$ cat src/rtl/act_buf_pkg.sv
// Shared types, sizing constants and pointer helpers for the activation buffer
// read and write controllers.
package act_buf_pkg;

    localparam int unsigned DATA_SIZE       = 8;
    localparam int unsigned DEPTH           = 1024;
    localparam int unsigned ADDR_WIDTH      = 32;
    localparam int unsigned EXT_WIDTH       = 32;
    localparam int unsigned INT_WIDTH       = 256;
    localparam int unsigned BEATS_PER_LINE  = INT_WIDTH / EXT_WIDTH;
    localparam int unsigned NUM_LINES       = DEPTH * DATA_SIZE / INT_WIDTH;
    localparam int unsigned LINE_ADDR_WIDTH = $clog2(NUM_LINES);

    typedef enum logic [2:0] {
        DRAIN_IDLE  = 3'd0,
        DRAIN_FETCH = 3'd1,
        DRAIN_WAIT  = 3'd2,
        DRAIN_SEND  = 3'd3,
        DRAIN_DONE  = 3'd4
    } drain_state_e;

    // Circular pointer increment; limit need not be a power of two.
    function automatic int unsigned wrap_inc(input int unsigned ptr, input int unsigned limit);
        return (ptr >= limit - 32'd1) ? 32'd0 : ptr + 32'd1;
    endfunction

endpackage

$ cat src/rtl/line_serializer.sv
// Holds one buffer line and emits it as narrow beats over valid/ready,
// least-significant beat first.
module line_serializer
    import act_buf_pkg::*;
#(
    parameter int unsigned lineWidth    = INT_WIDTH,
    parameter int unsigned beatWidth    = EXT_WIDTH,
    parameter int unsigned beatsPerLine = BEATS_PER_LINE
) (
    input  logic                 clk,
    input  logic                 nrst,
    input  logic                 i_clear,
    input  logic                 i_load,
    input  logic [lineWidth-1:0] i_line,
    input  logic                 i_last_line,
    input  logic                 i_ready,
    output logic [beatWidth-1:0] o_data,
    output logic                 o_valid,
    output logic                 o_last,
    output logic                 o_line_done_c
);

    localparam int unsigned beatIdxWidth = (beatsPerLine > 1) ? $clog2(beatsPerLine) : 1;

    logic [lineWidth-1:0]    r_line;
    logic [beatIdxWidth-1:0] r_beat;
    logic                    r_valid;
    logic                    w_fire;
    logic                    w_final_beat;

    assign w_fire       = r_valid & i_ready;
    assign w_final_beat = (r_beat == beatIdxWidth'(beatsPerLine - 1));

    // Shift the line down one beat per handshake so the output is always the low slice.
    always_ff @(posedge clk or negedge nrst) begin
        if (!nrst) begin
            r_line  <= '0;
            r_beat  <= '0;
            r_valid <= 1'b0;
        end else if (i_clear) begin
            r_line  <= '0;
            r_beat  <= '0;
            r_valid <= 1'b0;
        end else if (i_load) begin
            r_line  <= i_line;
            r_beat  <= '0;
            r_valid <= 1'b1;
        end else if (w_fire) begin
            r_line <= r_line >> beatWidth;
            r_beat <= r_beat + beatIdxWidth'(1);
            if (w_final_beat) begin
                r_valid <= 1'b0;
            end
        end
    end

    assign o_data        = r_line[beatWidth-1:0];
    assign o_valid       = r_valid;
    assign o_last        = r_valid & w_final_beat & i_last_line;
    assign o_line_done_c = w_fire & w_final_beat;

endmodule

$ cat src/rtl/activation_drain.sv
// Activation buffer read-side controller: pops lines in FIFO order from the
// buffer and streams them to the host as narrow beats.
module activation_drain
    import act_buf_pkg::*;
#(
    parameter int unsigned dataSize          = DATA_SIZE,
    parameter int unsigned depth             = DEPTH,
    parameter int unsigned addrWidth         = ADDR_WIDTH,
    parameter int unsigned extInterfaceWidth = EXT_WIDTH,
    parameter int unsigned intInterfaceWidth = INT_WIDTH
) (
    input  logic                         clk,
    input  logic                         nrst,
    input  logic                         start_i,
    input  logic [addrWidth-1:0]         len_i,
    input  logic                         clear_i,
    output logic                         busy_o,
    output logic                         done_o,
    input  logic [addrWidth-1:0]         write_head_i,
    output logic                         rd_en_o,
    output logic [addrWidth-1:0]         rd_addr_o,
    input  logic [intInterfaceWidth-1:0] rd_data_i,
    output logic [extInterfaceWidth-1:0] ext_data_o,
    output logic                         ext_valid_o,
    input  logic                         ext_ready_i,
    output logic                         ext_last_o,
    output logic [addrWidth-1:0]         read_tail_snoop
);

    localparam int unsigned beatsPerLine  = intInterfaceWidth / extInterfaceWidth;
    localparam int unsigned numLines      = depth * dataSize / intInterfaceWidth;
    localparam int unsigned lineAddrWidth = $clog2(numLines);

    drain_state_e             r_state;
    drain_state_e             w_state_nxt;
    logic [lineAddrWidth-1:0] r_tail;
    logic [lineAddrWidth-1:0] w_tail_nxt;
    logic [addrWidth-1:0]     r_remaining;
    logic [addrWidth-1:0]     w_remaining_nxt;
    logic                     r_busy;
    logic                     r_done;
    logic                     w_empty;
    logic                     w_rd_en;
    logic                     w_load;
    logic                     w_last_line;
    logic                     w_line_done;
    logic                     w_unused_head;

    // head == tail is always empty; the writer must never fill the last slot.
    assign w_empty       = (r_tail == write_head_i[lineAddrWidth-1:0]);
    assign w_last_line   = (r_remaining == addrWidth'(1));
    assign w_unused_head = ^write_head_i[addrWidth-1:lineAddrWidth];

    always_comb begin
        w_state_nxt     = r_state;
        w_tail_nxt      = r_tail;
        w_remaining_nxt = r_remaining;
        w_rd_en         = 1'b0;
        w_load          = 1'b0;
        if (clear_i) begin
            w_state_nxt     = DRAIN_IDLE;
            w_tail_nxt      = '0;
            w_remaining_nxt = '0;
        end else begin
            case (r_state)
                DRAIN_IDLE: begin
                    if (start_i) begin
                        if (len_i != '0) begin
                            w_remaining_nxt = len_i;
                            w_state_nxt     = DRAIN_FETCH;
                        end else begin
                            w_state_nxt = DRAIN_DONE;
                        end
                    end
                end
                DRAIN_FETCH: begin
                    if (!w_empty) begin
                        w_rd_en     = 1'b1;
                        w_tail_nxt  = lineAddrWidth'(wrap_inc(32'(r_tail), numLines));
                        w_state_nxt = DRAIN_WAIT;
                    end
                end
                DRAIN_WAIT: begin
                    w_load      = 1'b1;
                    w_state_nxt = DRAIN_SEND;
                end
                DRAIN_SEND: begin
                    if (w_line_done) begin
                        w_remaining_nxt = r_remaining - addrWidth'(1);
                        w_state_nxt     = w_last_line ? DRAIN_DONE : DRAIN_FETCH;
                    end
                end
                DRAIN_DONE: begin
                    w_state_nxt = DRAIN_IDLE;
                end
                default: begin
                    w_state_nxt = DRAIN_IDLE;
                end
            endcase
        end
    end

    always_ff @(posedge clk or negedge nrst) begin
        if (!nrst) begin
            r_state     <= DRAIN_IDLE;
            r_tail      <= '0;
            r_remaining <= '0;
            r_busy      <= 1'b0;
            r_done      <= 1'b0;
        end else begin
            r_state     <= w_state_nxt;
            r_tail      <= w_tail_nxt;
            r_remaining <= w_remaining_nxt;
            r_busy      <= (w_state_nxt == DRAIN_FETCH) || (w_state_nxt == DRAIN_WAIT) ||
                           (w_state_nxt == DRAIN_SEND);
            r_done      <= (w_state_nxt == DRAIN_DONE);
        end
    end

    line_serializer #(
        .lineWidth   (intInterfaceWidth),
        .beatWidth   (extInterfaceWidth),
        .beatsPerLine(beatsPerLine)
    ) u_line_serializer (
        .clk          (clk),
        .nrst         (nrst),
        .i_clear      (clear_i),
        .i_load       (w_load),
        .i_line       (rd_data_i),
        .i_last_line  (w_last_line),
        .i_ready      (ext_ready_i),
        .o_data       (ext_data_o),
        .o_valid      (ext_valid_o),
        .o_last       (ext_last_o),
        .o_line_done_c(w_line_done)
    );

    // Read data returns one cycle after rd_en, which is the WAIT cycle.
    assign rd_en_o         = w_rd_en;
    assign rd_addr_o       = addrWidth'(r_tail);
    assign read_tail_snoop = addrWidth'(r_tail);
    assign busy_o          = r_busy;
    assign done_o          = r_done;

endmodule

$ cat config.mk
export PLATFORM = sky130hd
export DESIGN_NAME = activation_drain
export DESIGN_NICKNAME = d
export VERILOG_FILES = /design/src/rtl/act_buf_pkg.sv /design/src/rtl/line_serializer.sv /design/src/rtl/activation_drain.sv
export SDC_FILE = /design/constraint.sdc
export NUM_CORES = 1
export LEC_CHECK = 0
export CAP_MARGIN = 5
export CORE_MARGIN = 2
export CORE_UTILIZATION = 53
export DETAILED_ROUTE_END_ITERATION = 10
export PLACE_DENSITY = 0.95
export SYNTH_ARGS = -nofsm -noshare
export SYNTH_HDL_FRONTEND = slang
export SYNTH_SLANG_ARGS = --single-unit
$ cat constraint.sdc
create_clock -name clk -period 4.4 [get_ports clk]
set_input_delay 0.88 -clock clk [delete_from_list [all_inputs] [get_ports clk]]
set_output_delay 0.88 -clock clk [all_outputs]
set_load 0.01 [all_outputs]
### Yosys cells after proc, flatten, opt, wreduce, memory -nomap -nowiden

Cells that the tools add are included.

| storage, ports and cells | value |
|---|---|
| word-level logic and storage cells | 72 |
| output and inout port bits | 101 |
| input bits | 325 |
| bits in registers | 302 |

| operators by class | value |
|---|---|
| add/subtract/negate cells | 3 |
| muxes and demuxes | 31 |
| bitwise logic cells | 4 |
| equal/unequal tests | 14 |
| magnitude comparators | 1 |
| reduce and logical (&&, ||, !) cells | 11 |

Operator list:

| operator | count |
|---|---|
| 256-bit two-way mux | 3 |
| 32-bit two-way mux | 4 |
| 32-bit one-hot mux with 2 select lines | 1 |
| 32-bit by 1-bit == test with 1-bit output, second input constant | 1 |
| 32-bit nonzero test | 1 |
| 32-bit by 1-bit subtractor with 32-bit output, second input constant | 1 |
| 3-bit two-way mux | 9 |
| 5-bit two-way mux | 4 |
| 3-bit by 2-bit == test with 1-bit output, second input constant | 4 |
| 3-bit one-hot mux with 4 select lines | 1 |
| 1-bit two-way mux | 9 |
| 3-bit nonzero test | 3 |
| 3-bit by 1-bit == test with 1-bit output, second input constant | 2 |
| 3-bit == test, second input constant | 2 |
| 3-bit inequality test, second input constant | 2 |
| 5-bit by 1-bit adder with 5-bit output, second input constant | 1 |
| 5-bit == test | 1 |
| 5-bit >= comparator, second input constant | 1 |
| 1-bit AND | 4 |
| 2-bit AND reduction | 2 |
| 4-bit AND reduction | 1 |
| 3-bit by 1-bit adder with 3-bit output, second input constant | 1 |
| 3-bit logical NOT | 1 |
| 3-bit by 2-bit inequality test with 1-bit output, second input constant | 1 |
| 3 further kinds | 4 |

### Logic depth before layout (Yosys ltp)

| depth | value |
|---|---|
| depth in word-level cells | 8 |
| gate-level depth with buffers | 9 |
| gate-level depth less buffers | 8 |

### Cells and area by module

From an unflattened synthesis, not the netlist that was laid out.

| second synthesis, totals | value |
|---|---|
| cells, all modules | 1734 |
| area total of the unflattened synthesis | 17803.3 um^2 |

Modules (own cells, without submodules):

| module | instances | area each (um^2) | cells each | sequential area each (um^2) |
|---|---|---|---|---|
| line_serializer | 1 | 14416.3 | 1316 | 6506.2 |
| activation_drain | 1 | 3387.0 | 418 | 1051.0 |

### Worst setup path before layout

No wires, ideal clock.

| path | value |
|---|---|
| path type | input to output |
| from | input clear_i |
| to | output rd_en_o |
| data arrival time | 2026 ps |
| stages on the path | 5 |
| setup slack | 1494 ps |
| required time | 3520 ps |
| path buffers | 4 |
| cells stage by stage | clkbuf_1 -> clkbuf_1 -> clkbuf_1 -> buf_1 -> nor3_1 |

| between the ends | value |
|---|---|
| longest elaborated chain between the ends | 1 |

Ends and longest elaborated chain:

| what | RTL line | RTL |
|---|---|---|
| from (decl) | activation_drain.sv:16 | `input logic clear_i,` |
| 1-bit two-way mux | activation_drain.sv:60 | `if (clear_i) begin` |
| to (decl) | activation_drain.sv:20 | `output logic rd_en_o,` |

No other way between the ends.

### Final worst setup path

| path | value |
|---|---|
| from | register r_remaining[9] |
| to | output ext_last_o |

| between the ends | value |
|---|---|
| longest elaborated chain between the ends | 2 |

Ends and longest elaborated chain:

| what | RTL line | RTL |
|---|---|---|
| from (decl) | activation_drain.sv:38 | `logic [addrWidth-1:0] r_remaining;` |
| from (signal assigned) | activation_drain.sv:113 | `r_remaining <= w_remaining_nxt;` |
| 32-bit by 1-bit == test with 1-bit output | activation_drain.sv:51 | `assign w_last_line = (r_remaining == addrWidth'(1));` |
| 1-bit AND | line_serializer.sv:59 | `assign o_last = r_valid & w_final_beat & i_last_line;` |
| to (decl) | activation_drain.sv:26 | `output logic ext_last_o,` |

No other way between the ends.

==> reports/metrics.yaml <==
status:
  status: "complete, no violations"
clock_tree:
  clk_latency_ns: 0.51
  cts_buffer_depth: 3
  cts_max_level: 2
  clock-sinks: 302
  tritoncts: "done"
  cts.reportedPaths.clkPinSlew_ns: 0.07
  cts_made_buffers: 35
  cts_hold_buf: 0
  cts_setup_buffers: 0
  cts_resized: 0
  cts_root_buf: "clkbuf_16"
worst_setup_path:
  cp-end-kind: "primary output"
  rrSetupSlack_ns: 1.70
  cp.required_ns: 3.52
  critPathLaunch: "r_remaining[9]$_DFFE_PN0P_"
  crit_path_start_kind: "flop"
  cp.arrival_ns: 2.73
  crit_type: "reg2out"
  path_max_fanout: 10
  regToRegStartpoint: "u_line_serializer.r_beat[0]$_DFFE_PN0P_"
  rr_endpoint: "r_remaining[3]$_DFFE_PN0P_"
  r2r.worst_path.cells: 9
  critPathCapture: "ext_last_o"
yosys:
  ys_seq_area_share_pct: 48.75
  ys.flop_type: "dfrtp_1"
  synth_top_area_share_pct: 48.75
  ys_top_cells_by_count: "507 x nand2_1, 302 x dfrtp_1, 257 x nor2_1"
  async_reset_ff_share_pct: 100.0
  synthDistinctLibCells: 64
  syn_area_sq_mm: 0.01550
  yosysMostFrequentCell: "nand2_1"
  ys_warn_count: 0
  yosys.area.top_type: "dfrtp_1"
  synth_edf_count: 0
  syn_area_per_cell_sq_um: 8.645
  synthCells: 1793
  synth.area.top_cells: "dfrtp_1 49%, a311oi_1 13%, nand2_1 12%"
  ys_ff_latch: 302
timing:
  drv_slew: 0
  worst_pin_slew_ns: 1.214
  final.period_utilization_pct: 81.99
  max_freq_mhz: 277.2
  fin_tns_setup_ns: 0
  fin_skew_ns: 0.02041
  finalSetupViolCount: 0
  slew_headroom_pct: 19.05
  hold_violations: 0
  fin_ws_ns: 0.7925
  grt_setup_unrepaired: "false"
  min_period_ns: 3.607
power_and_ir_drop:
  pwr-share-seq_pct: 42.3
  leakage_nw: 8.170
  power_density_mw_per_mm2: 380.5
  switching_power_mw: 2.056
  sw_frac_of_total_pct: 27.16
  power.clock.fraction_pct: 40.6
  pwr-share-comb_pct: 17.1
  intPower_mw: 5.515
  ir_drop_mv: 0.2473
cells_and_area:
  drive_gt1_share_pct: 4.879
  area_delta_synth_final_pct: 28.35
  stdcell_area_sq_mm: 0.01990
  nFillCells: 2038
  nets: 2335
routing:
  routed_via_density: 6.117
  highest_layer: "met4"
  wl_per_cell_um: 19.69
  met2WireLength_um: 22440
  routed_wl_um: 47570
  ant_nets: 0
  drt_iter0_drc: 2036
  wl_met3_um: 4566
  m1WireLength_um: 18610
  drc_errors: 0
  dr.pass1.iters: 6
  vias: 14780
grt:
  first_global_vias: 13860
  antenna_found_initial: 3
  grt-ovfl-total: 0
  grtUsageTotal_pct: 30.01
  grt_max_degree: 228
  grt_pass1_wl_um: 74020
place:
  place_area_sq_mm: 0.01863
  port_buffers: 344
  dp_slack_ns: 0.8818
  place_hpwl_um: 32100
  routabilityCongestion: 0.9254
floorplan:
  die-area_sq_mm: 0.03063
  dieWidth_um: 175.0
  rows: 62
  start_util_pct: 53.86
  ios: 426
  core_region_area_sq_mm: 0.02878
  die_y_um: 175.0
run:
  cap_violations: 0
hold_path:
  hold_path.class: "in2async"
==> layer usage <==
| metal | GRT usage (%) | vias up |
|---|---|---|
| met5 | 0 | - |
| met4 | 12.57 | 0 |
| met3 | 5.026 | 134 |
| met2 | 47.38 | 887 |
| met1 | 41.29 | 7132 |
| li1 | - | 6625 |
==> flip-flops by register name (all words and copies together) (netlist names) <==
register	cells
busy_o	1
done_o	1
r_remaining	32
u_line_serializer.r_beat	3
r_tail	5
u_line_serializer.o_valid	1
r_state	3
u_line_serializer.r_line	256
==> cell type report <==
type	count	area (sq um)	area share, %
sequential	302	7557	37.99
multi-input combinational	1288	6854	34.45
timing repair buffer	366	3725	18.72
clock buffer	52	1072	5.390
tap	384	480.5	2.415
clock inverter	10	157.7	0.7924
inverter	11	41.29	0.2075
antenna	3	7.507	0.03773
==> kinds of logic after synthesis <==
logic type | Yosys count | synth area share (%)
simple gates | 838 | 21.91
mux | 2 | 0.1292
compound gates | 382 | 19.85
buf+inv | 256 | 8.508
xor+xnor | 6 | 0.3390
fa+ha+maj | 6 | 0.4843
flops | 302 | 48.75
other cells | 1 | 0.02419
==> critical path, cell delays in order (launching register included) <==
cell             delay [ns]
dfrtp_1                0.44
nor4_2                 0.39
and4_1                 0.54
nand2_1                0.09
nor2_1                 0.18
clkdlybuf4s50_1        0.56
==> worst min-delay path by stage <==
stage                                                 to                                 startpoint  slack, ns
2_1_floorplan  u_line_serializer.r_line[224]$_DFFE_PN0P_  u_line_serializer.r_line[224]$_DFFE_PN0P_       0.47
5_1_grt        u_line_serializer.r_line[224]$_DFFE_PN0P_  u_line_serializer.r_line[224]$_DFFE_PN0P_       0.51
3_5_place_dp   u_line_serializer.r_line[224]$_DFFE_PN0P_  u_line_serializer.r_line[224]$_DFFE_PN0P_       0.49
6_report                      r_remaining[9]$_DFFE_PN0P_                                       nrst       0.46
3_3_place_gp   u_line_serializer.r_line[239]$_DFFE_PN0P_  u_line_serializer.r_line[239]$_DFFE_PN0P_       0.49
4_1_cts        u_line_serializer.r_line[249]$_DFFE_PN0P_  u_line_serializer.r_line[249]$_DFFE_PN0P_       0.51
==> cell usage in the layout, fill, tap and decap left out, types with 5 or more instances in the layout <==
| master | count |
|---|---|
| nor4_1 | 15 |
| conb_1 | 54 |
| nor2_1 | 256 |
| a22o_1 | 35 |
| o211ai_1 | 6 |
| o21ai_1 | 11 |
| clkbuf_1 | 6 |
| inv_1 | 11 |
| clkdlybuf4s50_1 | 342 |
| clkbuf_8 | 10 |
| nand4_1 | 8 |
| nand2_1 | 506 |
| buf_4 | 14 |
| a311oi_1 | 224 |
| ha_1 | 6 |
| o31ai_1 | 13 |
| dfrtp_1 | 302 |
| a22oi_1 | 8 |
| nor3_1 | 13 |
| buf_12 | 7 |
| a21oi_1 | 27 |
| clkbuf_16 | 37 |
| o21ai_0 | 26 |
| xnor2_1 | 6 |
| nand3_1 | 5 |
==> metrics by stage <==
stage / util, % / std cells / hold slack [ns] / power (mW)
floorplan: - / 1846 / 0.4730 / 3.947
global placement: 64.73 / 2350 / 0.4872 / 4.458
detailed placement: 64.73 / 2350 / 0.4942 / 4.509
CTS: 69.01 / 2412 / 0.5081 / 7.570
global route: 69.13 / 2416 / 0.5117 / 7.854
finish: 69.13 / 2416 / 0.4632 / 7.570
==> power by group through the flow <==
| stage | combinational (mW) | sequential, mW | clock, mW |
|---|---|---|---|
| floorplan | 0.773 | 3.17 | 0 |
| global placement | 1.23 | 3.23 | 0 |
| detailed placement | 1.26 | 3.25 | 0 |
| CTS | 1.28 | 3.20 | 3.09 |
| global route | 1.41 | 3.23 | 3.22 |
| finish | 1.29 | 3.20 | 3.07 |
Note: power is estimated with default switching activity, not from simulation.
